==> src/rtl/cola_vend_ctrl.sv <==
// Cola vending controller: coin credit, dispense handshake, change/refund.
// Optional COLA_DISP_TIMEOUT_EN adds a dispenser ack timeout with sticky po_fault.
module cola_vend_ctrl #(
  parameter int PRICE        = 5,
  parameter int CW           = 4,
  parameter int DISP_TIMEOUT = 255
) (
  input  logic          clk,
  input  logic          rst_n,
  input  logic          pi_money_half,
  input  logic          pi_money_one,
  input  logic          pi_cancel,
  input  logic          disp_ack,
  output logic          po_cola,
  output logic          po_change,
  output logic          po_coin_reject,
  output logic          po_busy,
  output logic [CW-1:0] po_credit,
  output logic          po_fault
);

  typedef enum logic [4:0] {
    IDLE     = 5'b00001,
    COLLECT  = 5'b00010,
    DISPENSE = 5'b00100,
    CHANGE   = 5'b01000,
    REFUND   = 5'b10000
  } state_t;

  localparam logic [CW:0] PRICE_W = (CW+1)'(PRICE);

  state_t        state, state_nx;
  logic [CW-1:0] credit, credit_nx;
  logic [CW-1:0] chg, chg_nx;
  logic          phase, phase_nx;
  logic          cola_nx;
  logic          change_nx;
  logic          reject_nx;
  logic          busy_nx;
  logic [1:0]    v;
  logic [CW:0]   sum;

`ifdef COLA_DISP_TIMEOUT_EN
  localparam int TW = $clog2(DISP_TIMEOUT + 1);
  logic [TW-1:0] tmr, tmr_nx;
  logic          fault_nx;
`endif

  // {one, half} is already the coin value in half-units
  assign v   = {pi_money_one, pi_money_half};
  assign sum = {1'b0, credit} + (CW+1)'(v);

  always_comb begin
    state_nx  = state;
    credit_nx = credit;
    chg_nx    = chg;
    phase_nx  = phase;
    cola_nx   = 1'b0;
    change_nx = 1'b0;
    reject_nx = 1'b0;
`ifdef COLA_DISP_TIMEOUT_EN
    tmr_nx    = '0;
    fault_nx  = po_fault;
`endif
    unique case (state)
      IDLE, COLLECT: begin
        phase_nx = 1'b0;
        if (sum >= PRICE_W) begin
          state_nx  = DISPENSE;
          chg_nx    = CW'(sum - PRICE_W);
          credit_nx = '0;
        end else if (sum != '0) begin
          if (pi_cancel) begin
            state_nx  = REFUND;
            chg_nx    = CW'(sum);
            credit_nx = '0;
          end else begin
            state_nx  = COLLECT;
            credit_nx = CW'(sum);
          end
        end else begin
          state_nx = IDLE;
        end
      end
      DISPENSE: begin
        reject_nx = |v;
        phase_nx  = 1'b0;
`ifdef COLA_DISP_TIMEOUT_EN
        tmr_nx    = tmr + TW'(1);
`endif
        if (disp_ack) begin
          state_nx = (chg != '0) ? CHANGE : IDLE;
`ifdef COLA_DISP_TIMEOUT_EN
        end else if (tmr == TW'(DISP_TIMEOUT)) begin
          state_nx = REFUND;
          chg_nx   = CW'(PRICE) + chg;
          fault_nx = 1'b1;
`endif
        end else begin
          cola_nx = 1'b1;
        end
      end
      CHANGE, REFUND: begin
        reject_nx = |v;
        // alternate high/low; leave after the low half of the last pulse
        if (!phase && chg != '0) begin
          change_nx = 1'b1;
          chg_nx    = chg - CW'(1);
          phase_nx  = 1'b1;
        end else begin
          phase_nx = 1'b0;
          if (chg == '0) state_nx = IDLE;
        end
      end
      default: begin
        state_nx  = IDLE;
        credit_nx = '0;
        chg_nx    = '0;
        phase_nx  = 1'b0;
      end
    endcase
    busy_nx = (state_nx == DISPENSE) ||
              (state_nx == CHANGE) ||
              (state_nx == REFUND);
  end

  always_ff @(posedge clk or negedge rst_n) begin
    if (!rst_n) begin
      state          <= IDLE;
      credit         <= '0;
      chg            <= '0;
      phase          <= 1'b0;
      po_cola        <= 1'b0;
      po_change      <= 1'b0;
      po_coin_reject <= 1'b0;
      po_busy        <= 1'b0;
    end else begin
      state          <= state_nx;
      credit         <= credit_nx;
      chg            <= chg_nx;
      phase          <= phase_nx;
      po_cola        <= cola_nx;
      po_change      <= change_nx;
      po_coin_reject <= reject_nx;
      po_busy        <= busy_nx;
    end
  end

  assign po_credit = credit;

`ifdef COLA_DISP_TIMEOUT_EN
  always_ff @(posedge clk or negedge rst_n) begin
    if (!rst_n) begin
      tmr      <= '0;
      po_fault <= 1'b0;
    end else begin
      tmr      <= tmr_nx;
      po_fault <= fault_nx;
    end
  end
`else
  assign po_fault = 1'b0;
`endif

endmodule

==> config.mk <==
export PLATFORM = sky130hd
export DESIGN_NAME = cola_vend_ctrl
export DESIGN_NICKNAME = d
export VERILOG_FILES = /design/src/rtl/cola_vend_ctrl.sv
export SDC_FILE = /design/constraint.sdc
export NUM_CORES = 1
export LEC_CHECK = 0
export CAP_MARGIN = 10
export CORE_MARGIN = 2
export CORE_UTILIZATION = 53
export DETAILED_ROUTE_END_ITERATION = 10
export GPL_ROUTABILITY_DRIVEN = 0
export PLACE_DENSITY = 0.77
export SLEW_MARGIN = 20
export SYNTH_ARGS = -nofsm -noshare
export SYNTH_HDL_FRONTEND = slang
export SYNTH_SLANG_ARGS = --single-unit
==> constraint.sdc <==
create_clock -name clk -period 6.5 [get_ports clk]
set_input_delay 1.95 -clock clk [delete_from_list [all_inputs] [get_ports clk]]
set_output_delay 1.95 -clock clk [all_outputs]
set_load 0.01 [all_outputs]
==> impl_metrics.py <==
metrics = {
    "logic_synthesis": {
        "synth_area_leader_cell": "dfrtp_1",
        "ys_seq_elements": 17,
        "synth.area.mux_share": 0.00845,
        "yosys.area.top_type_share": 0.338,
        "synth-seq-area-share": 0.360,
        "synthesis.nets": 132,
        "synth_area_um2": 1180,
        "ys.flop_type": "dfrtp_1",
        "ys_warn_count": 0,
        "ys_types": 51,
        "synthSimpleGateAreaFrac": 0.257,
        "syn_area_per_cell_um2": 9.96,
        "synth_compound_gate_area_share": 0.185,
        "synth_top_family_by_area": "simple AND/OR/NAND/NOR gates",
        "synth_xor_area_frac": 0.0644,
        "synth.area.top_cells": "dfrtp_1, ha_1, nor2_1, xnor2_4, dfstp_2",
        "synth_edf_count": 0,
        "ys_async_sr_fraction": 1.00,
        "netlist_instances": 119,
        "synth_fa_ha_area_frac": 0.0803,
    },
    "hold_path": {
        "min_path_cells": 1,
        "worst_hold_path_type": "flop to flop",
        "min_to": "phase",
        "hold_start": "phase",
    },
    "clock_tree": {
        "cts.path.max_buffers": 2,
        "cts_root_buf": "clkbuf_4",
        "cts_tree": "built",
        "cts_resized": 0,
        "ctsHoldBuffers": 0,
        "post-cts-setup-buffers": 0,
        "cts_made_buffers": 3,
        "cts.sinks": 17,
        "htreeDepth": 1,
        "worstSkewPairLatency_ns": 0.29,
        "clk_pin_slew_ns": 0.10,
    },
    "floorplanning": {
        "die_area_um2": 2630,
        "initial_core_util": 0.546,
        "rows": 17,
        "die_x_um": 51.3,
        "core_um2": 2170,
        "die_h_um": 51.3,
        "pin_count": 15,
    },
    "setup_path": {
        "end_kind": "flop",
        "r2r-end": "chg[0]",
        "cp_data_required_time_ns": 6.72,
        "worst_setup_path_start_kind": "primary input",
        "cp_max_fo": 5,
        "r2r-start": "po_credit[0]",
        "reg2reg_depth": 9,
        "rrSetupSlack_ns": 3.74,
        "critPathKind": "primary input to flop",
        "crit_arrival_ns": 4.66,
    },
    "drt": {
        "wl_met1_mm": 1.21,
        "drc": 0,
        "ant_nets": 0,
        "drt-vias-per-instance": 6.01,
        "wl_per_cell_um": 16.2,
        "num_vias": 962,
        "wl_met3_um": 83,
        "first_pass_iters": 4,
        "top_layer": "met4",
        "drt_iter0_markers": 26,
        "dr_wl_met2_mm": 1.28,
        "wl_mm": 2.60,
    },
    "placement": {
        "io_buffers": 13,
        "dp_hpwl_mm": 2.05,
    },
    "status": {
        "outcome": "finished, final reports clean",
    },
    "global_routing": {
        "grt_antenna_before_repair": 0,
        "grt_pass1_vias": 950,
        "grt.total_usage": 0.225,
        "grt_max_degree": 18,
        "grt_first_pass_wirelength_mm": 4.33,
        "grt_overflow": 0,
    },
    "sta": {
        "worst_pin_slew_ns": 0.738,
        "period_minus_slack_ns": 4.44,
        "fin_tns_setup_ns": 0,
        "slew_violations": 0,
        "skew_ns": 0.00688,
        "relSlewSlack": 0.507,
        "rsz0062_at_grt": "no",
        "finalSetupViolCount": 0,
        "hold_viol_final": 0,
        "fin_crit_sh": 0.683,
        "timing.fmax_mhz": 225,
    },
    "finish": {
        "drive_gt1_frac": 0.121,
        "num-fill-cells": 201,
        "fin_util": 0.622,
        "nets": 146,
        "diodes": 0,
        "area_delta_synth_final_pct": 13.8,
    },
    "job": {
        "maxCapViolations": 0,
    },
    "pwr": {
        "irDropWorstVdd_uv": 229,
        "power_density_nw_per_um2": 415,
        "finalPower_w": 0.000560,
        "p_leak_nw": 0.583,
    },
}
## how the worst max path moves through the flow
stage,to,start,slack (ns),depth (start not counted)
2_1_floorplan,chg[0],pi_money_half,2.50,9
3_3_place_gp,chg[0],pi_money_half,1.83,10
3_5_place_dp,chg[0],pi_money_half,1.82,10
4_1_cts,chg[0],pi_money_half,2.10,10
5_1_grt,chg[0],pi_money_half,1.91,10
6_report,chg[0],pi_money_half,2.06,10
## report_power, final
group	internal (W)	leakage [nW]	total (W)	switching, W
Clock	0.0000238	0.0150	0.0000563	0.0000325
Combinational	0.000151	0.341	0.000331	0.000180
Sequential	0.000138	0.227	0.000174	0.0000353
Total	0.000313	0.583	0.000560	0.000248
## area by class of cell
cell class              count  area, um^2  area share
well taps                  28        35.0      0.0260
inverters                   6        22.5      0.0167
clock buffers               4        26.3      0.0195
repair buffers             13         130      0.0965
flip-flops and latches     17         427       0.316
multi-input cells          92         708       0.525
## state kept, by name (all words and copies together), names as in the netlist
| register | count |
|---|---|
| chg | 4 |
| phase | 1 |
| po_busy | 1 |
| po_coin_reject | 1 |
| po_cola | 1 |
| po_credit | 4 |
| state | 5 |
## cells in the final DEF (no fill, tap or decap), drive strengths merged, types with 2 or more instances in the layout
| master | synthesis | layout |
|---|---|---|
| or2 | 3 | 3 |
| ha | 6 | 6 |
| xnor2 | 3 | 3 |
| or4 | 2 | 2 |
| o21ai | 6 | 6 |
| clkdlybuf4s50 | 0 | 13 |
| a22o | 2 | 2 |
| nor4 | 4 | 4 |
| or3 | 2 | 2 |
| nand2 | 6 | 6 |
| inv | 6 | 6 |
| nor3b | 2 | 2 |
| a21o | 2 | 2 |
| o31ai | 3 | 3 |
| a211oi | 3 | 3 |
| a21oi | 4 | 4 |
| dfrtp | 16 | 16 |
| clkbuf | 0 | 4 |
| nor2 | 13 | 13 |
| a31oi | 4 | 4 |
| nor3 | 6 | 6 |
| and2 | 2 | 2 |
| nand3 | 2 | 2 |
## cells in the mapped netlist, drive strengths merged (4+ instances only)
master / instances
nor3: 6
o21ai: 6
nor2: 13
ha: 6
a21oi: 4
nor4: 4
buf: 4
dfrtp: 16
inv: 6
a31oi: 4
nand2: 6
## metrics by stage
step           instances  instance area (um^2)  hold WS [ns]  setup slack [ns]
6_report             160                  1350         0.470              2.06
5_1_grt              160                  1350         0.501              1.91
4_1_cts              160                  1350         0.481              2.10
3_5_place_dp         156                  1320         0.468              1.82
3_3_place_gp         156                  1320         0.454              1.83
2_1_floorplan        119                  1180         0.500              2.50
## critical path: stages
cell and delay [ns]:
clkdlybuf4s50_1 0.42, ha_1 0.25, fa_1 0.58, inv_1 0.11
ha_1 0.20, nor3_1 0.19, nor2_1 0.16, nor4_2 0.40
or2_4 0.22, mux2i_1 0.18
## cells by family after synthesis
family,after synthesis
AND/OR/NAND/NOR,48
AO/OA/AOI/OAI,30
flip-flops,17
buffers and inverters,10
XOR/XNOR,5
multiplexers,1
other,1
adder cells (fa/ha/maj),7
## layer usage
layer / global-route usage / vias up
met1: 0.307 / 470
li1: - / 465
met4: 0.0658 / 0
met2: 0.370 / 23
met3: 0.0380 / 4
met5: 0 / -
Power figures use the tool's default switching activity.
==> RTL change 1, RTL diff (same flow settings) <==
Change the parameter `CW` from 4 to 5.
--- a/src/rtl/cola_vend_ctrl.sv
+++ b/src/rtl/cola_vend_ctrl.sv
@@ -2,7 +2,7 @@
 // Optional COLA_DISP_TIMEOUT_EN adds a dispenser ack timeout with sticky po_fault.
 module cola_vend_ctrl #(
   parameter int PRICE        = 5,
-  parameter int CW           = 4,
+  parameter int CW           = 5,
   parameter int DISP_TIMEOUT = 255
 ) (
   input  logic          clk,
Ports: changed (resized po_credit); port bits go from 15 to 16. The function was not compared with the original's and may differ.
==> RTL change 1 against the unedited design <==
Sequential cell count grew 2. First-iteration DRC count grew 58%. Design area increased by 7.3%. Power rose by 4.5%. Routed wire length grew 10%. Sequential share of layout area rose by 1.3 points. Highest routed layer unchanged. Die area increased by 7.1%. Synthesized area rose by 7.7%. Via count grew 18%. Fmax is 2.5% lower. Setup slack worse by 120 ps. Critical path depth stayed put.
==> RTL change 1: results (changes against the unedited design) <==
[yosys]
synth_seq_cells=19  ; was 17
synth_common_cells=dfrtp_1, nor2_1, inv_1, nand2_1, a21oi_1  ; was dfrtp_1, nor2_1, ha_1, inv_1, nand2_1
syn_area_per_cell_um2=9.05  ; was 9.96 um2
synth_fa_ha_area_share_pct=6.47  ; was 8.03%

[power]
power_leakage_nw=0.608  ; was 0.583 nW
pwr-share-clk_pct=10.5  ; was 10.0%
combPwrFrac_pct=58.0  ; was 59.0%
ir_drop_uv=258  ; was 229 uV

[grt]
grt_max_degree=20  ; was 18
grt_use_total_pct=23.7  ; was 22.5%
grtUsageMet2_pct=39.8  ; was 37.0%
grt_pass1_vias=1061  ; was 950
gr-usage-met1_pct=31.7  ; was 30.7%
grt_first_pass_wirelength_um=4860  ; was 4330 um

[timing]
skew_ps=1.22  ; was 6.88 ps
maxSlewHeadroom_pct=35.7  ; was 50.7%

[placement]
portBuffers=14  ; was 13

[layout]
n_all_inverters=9  ; was 6
multi_input_gates=108  ; was 92
nClkBuffers=3  ; was 4
nets=167  ; was 146
fill_cells=195  ; was 201
clockNetworkAreaShare_pct=1.90  ; was 1.95%
final_layout_size_suffix_gt1_share_pct=7.14  ; was 12.1%
seq_share_pct=32.9  ; was 31.6%
multi_input_area_um2=734  ; was 708 um2

[drt]
drt_iter0_markers=41  ; was 26
wl_met3_um=172  ; was 83 um
wl_met2_um=1400  ; was 1280 um
wl_met1_um=1280  ; was 1210 um
wl_per_cell_um=15.8  ; was 16.2 um
wirelength_um=2870  ; was 2600 um
via_per_inst=6.26  ; was 6.01

[setup_path]
critPathArrivalTime_ps=4760  ; was 4660 ps

[run_status]
status=completed  ; unchanged

==> RTL change 1: how the worst min path moves through the flow <==
| stage | startpoint | slack [ps] | cells after the start | endpoint |
|---|---|---|---|---|
| after floorplan | chg[4] | 470 | 2 | chg[4] |
| after global placement | chg[4] | 520 | 2 | chg[4] |
| after detailed placement | chg[4] | 500 | 2 | chg[4] |
| after CTS | chg[4] | 540 | 2 | chg[4] |
| after global routing | chg[4] | 600 | 2 | chg[4] |
| final | chg[4] | 540 | 2 | chg[4] |
==> RTL change 1: metrics by stage <==
step	setup slack (ps)	hold WS (ps)	power [mW]	util, %	area, um2
after floorplan	2410	472	0.445	-	1280
after global placement	1750	520	0.507	63.0	1420
after detailed placement	1640	505	0.522	63.0	1420
after CTS	1940	540	0.584	64.2	1450
after global routing	1770	601	0.639	64.2	1450
final	1940	539	0.586	64.2	1450
==> RTL change 1: worst min-delay path, delay by kind of cell (launching register included) <==
kind	cells	cell delay (ps)
compound gates	2	120
flops	1	380
==> RTL change 2, RTL diff (config.mk and constraints unchanged) <==
Made on the original files. Register the output `po_credit` once more, with the module's reset; this adds one clock of latency there. The other outputs are not delayed to match.
--- a/src/rtl/cola_vend_ctrl.sv
+++ b/src/rtl/cola_vend_ctrl.sv
@@ -146,7 +146,13 @@
     end
   end
 
-  assign po_credit = credit;
+  always_ff @(posedge clk or negedge rst_n) begin
+    if (!rst_n) begin
+      po_credit <= '0;
+    end else begin
+      po_credit <= credit;
+    end
+  end
 
 `ifdef COLA_DISP_TIMEOUT_EN
   always_ff @(posedge clk or negedge rst_n) begin
Function: changed (Yosys sat finds a counterexample within 4 cycles, from zero or initial values and one cycle with rst_n low).
==> RTL change 2 against the unedited design <==
Fmax decreased by 6.9%. Design area increased by 6.1%. Core utilization increased by 1.3 points. Sequential cell count increased by 4. Setup slack got worse by 330 ps. Synthesized area increased by 8.4%. Power decreased by 2.2%. Routed wire length decreased by 0.39%.
==> RTL change 2: results (changes against the unedited design) <==
[run_status]
status=completed  ; unchanged

[layout]
nets=157  ; was 146
largest_reg_flops=5  ; unchanged
fin_cells=170  ; was 160
final_layout_size_suffix_gt1_share_pct=9.86  ; was 12.1%
largest-register=state  ; unchanged
antennaDiodeCount=0  ; unchanged

[clock_network]
clk_pin_slew_ps=120  ; was 100 ps
cts_buffers=3  ; unchanged
post_cts_buffers=0  ; unchanged
clockBufferDepth=2  ; unchanged

[grt]
grt_use_total_pct=21.8  ; was 22.5%
grt_first_pass_wirelength_um=4450  ; was 4330 um
grt_pass1_vias=981  ; was 950
grt_max_degree=22  ; was 18

[placement]
dpl_cell_area_mm2=0.00140  ; was 0.00132 mm2
detailedPlacementHpwl_um=2000  ; was 2050 um

[yosys]
synthArstFlopShare_pct=100  ; unchanged
yosysWarnings=0  ; unchanged
ys_top_cells_by_area=dfrtp_1, ha_1, nand2_1  ; was dfrtp_1, ha_1, nor2_1
ys_types=46  ; was 51
ys_seq_area_share_pct=41.0  ; was 36.0%
synth_nets=146  ; was 132
synth_common_cells=dfrtp_1, nand2_1, nor2_1  ; was dfrtp_1, nor2_1, ha_1, inv_1, nand2_1
synth_cells=132  ; was 119

[timing]
tightest_slew_ps=902  ; was 738 ps
skew_ps=9.84  ; was 6.88 ps
finalSetupTns_ps=0  ; unchanged
hold_ws_ps=463  ; was 470 ps

[power]
power_leakage_nw=0.616  ; was 0.583 nW
ir_drop_uv=217  ; was 229 uV

[worst_hold_path]
hold-path-endpoint=po_credit[0]  ; was phase
whs_path_depth=0  ; was 1
min-delay-start=credit[0]  ; was phase
hold_path.class=reg -> reg  ; unchanged

[setup_path]
crit_family=adder cells  ; unchanged
r2r-start=credit[0]  ; was po_credit[0]
r2r_end=po_busy  ; was chg[0]
crit_fanout=6  ; was 5
critPathArrivalTime_ps=4970  ; was 4660 ps
r2r_slack_ps=3370  ; was 3740 ps

[drt]
drt_iter0_markers=12  ; was 26
wl_per_cell_um=15.2  ; was 16.2 um
vias=1036  ; was 962

## RTL change 2: how the worst max path moves through the flow
| stage | from | endpoint | slack [ps] | cells past startpoint |
|---|---|---|---|---|
| after CTS | pi_money_half | chg[1] | 1760 | 11 |
| after global routing | pi_money_half | po_busy | 1530 | 10 |
| after floorplan | pi_money_half | chg[1] | 2190 | 10 |
| after global placement | pi_money_half | chg[1] | 1600 | 11 |
| final | pi_money_half | po_busy | 1730 | 10 |
| after detailed placement | pi_money_half | chg[1] | 1430 | 11 |
## RTL change 2: report_power, final
| part | internal [mW] | switching, mW | total, mW |
|---|---|---|---|
| sequential | 0.167 | 0.0279 | 0.194 |
| combinational | 0.128 | 0.162 | 0.291 |
| clock | 0.0229 | 0.0400 | 0.0629 |
| total | 0.318 | 0.230 | 0.548 |
## RTL change 2: cells by family (layout without fill, tap and decap cells)
group                      count (synthesis)  after routing  synth area share, %
AOI/OAI and AO/OA                         35             35                 20.0
xor gates and xnor gates                   5              5                 3.41
adders and majority gates                  8              8                 8.37
buffers and inverters                     12             22                 5.06
DFF                                       21             21                 41.0
muxes                                      1              1                0.779
other                                      1              1                0.292
and+or+nand+nor                           49             49                 21.1
## RTL change 2: metal layers
layer  global-route usage [%]  vias up  share of wire, %
met3                     2.82        7               4.8
met5                        0        -                 0
met2                     34.0       34                47
met4                     11.5        0               2.3
li1                         -      504                 -
met1                     29.2      491                46
## RTL change 2: worst reg2reg max path, delay by kind of cell (launching register included)
kind	cells	cell delay, ps
AO/OA/AOI/OAI	3	640
adder cells (fa/ha/maj)	3	1080
buffers and inverters	1	140
flip-flops	1	430
AND/OR/NAND/NOR	2	740
## RTL change 2: metrics by stage
stage	total power [mW]	setup WS (ps)	util (%)
after detailed placement	0.486	1430	62.3
final	0.548	1730	63.5
after floorplan	0.419	2190	-
after global placement	0.475	1600	62.3
after CTS	0.550	1760	63.5
after global routing	0.598	1530	63.5
## RTL change 2: layout make-up
cell class	count	area [um2]
fillers	189	823
multi-input cells	99	693
flip-flops and latches	21	527
repair buffers	13	130
well taps	28	35.0
clock buffers	3	22.5
inverters	5	18.8
clock inverters	1	5.00
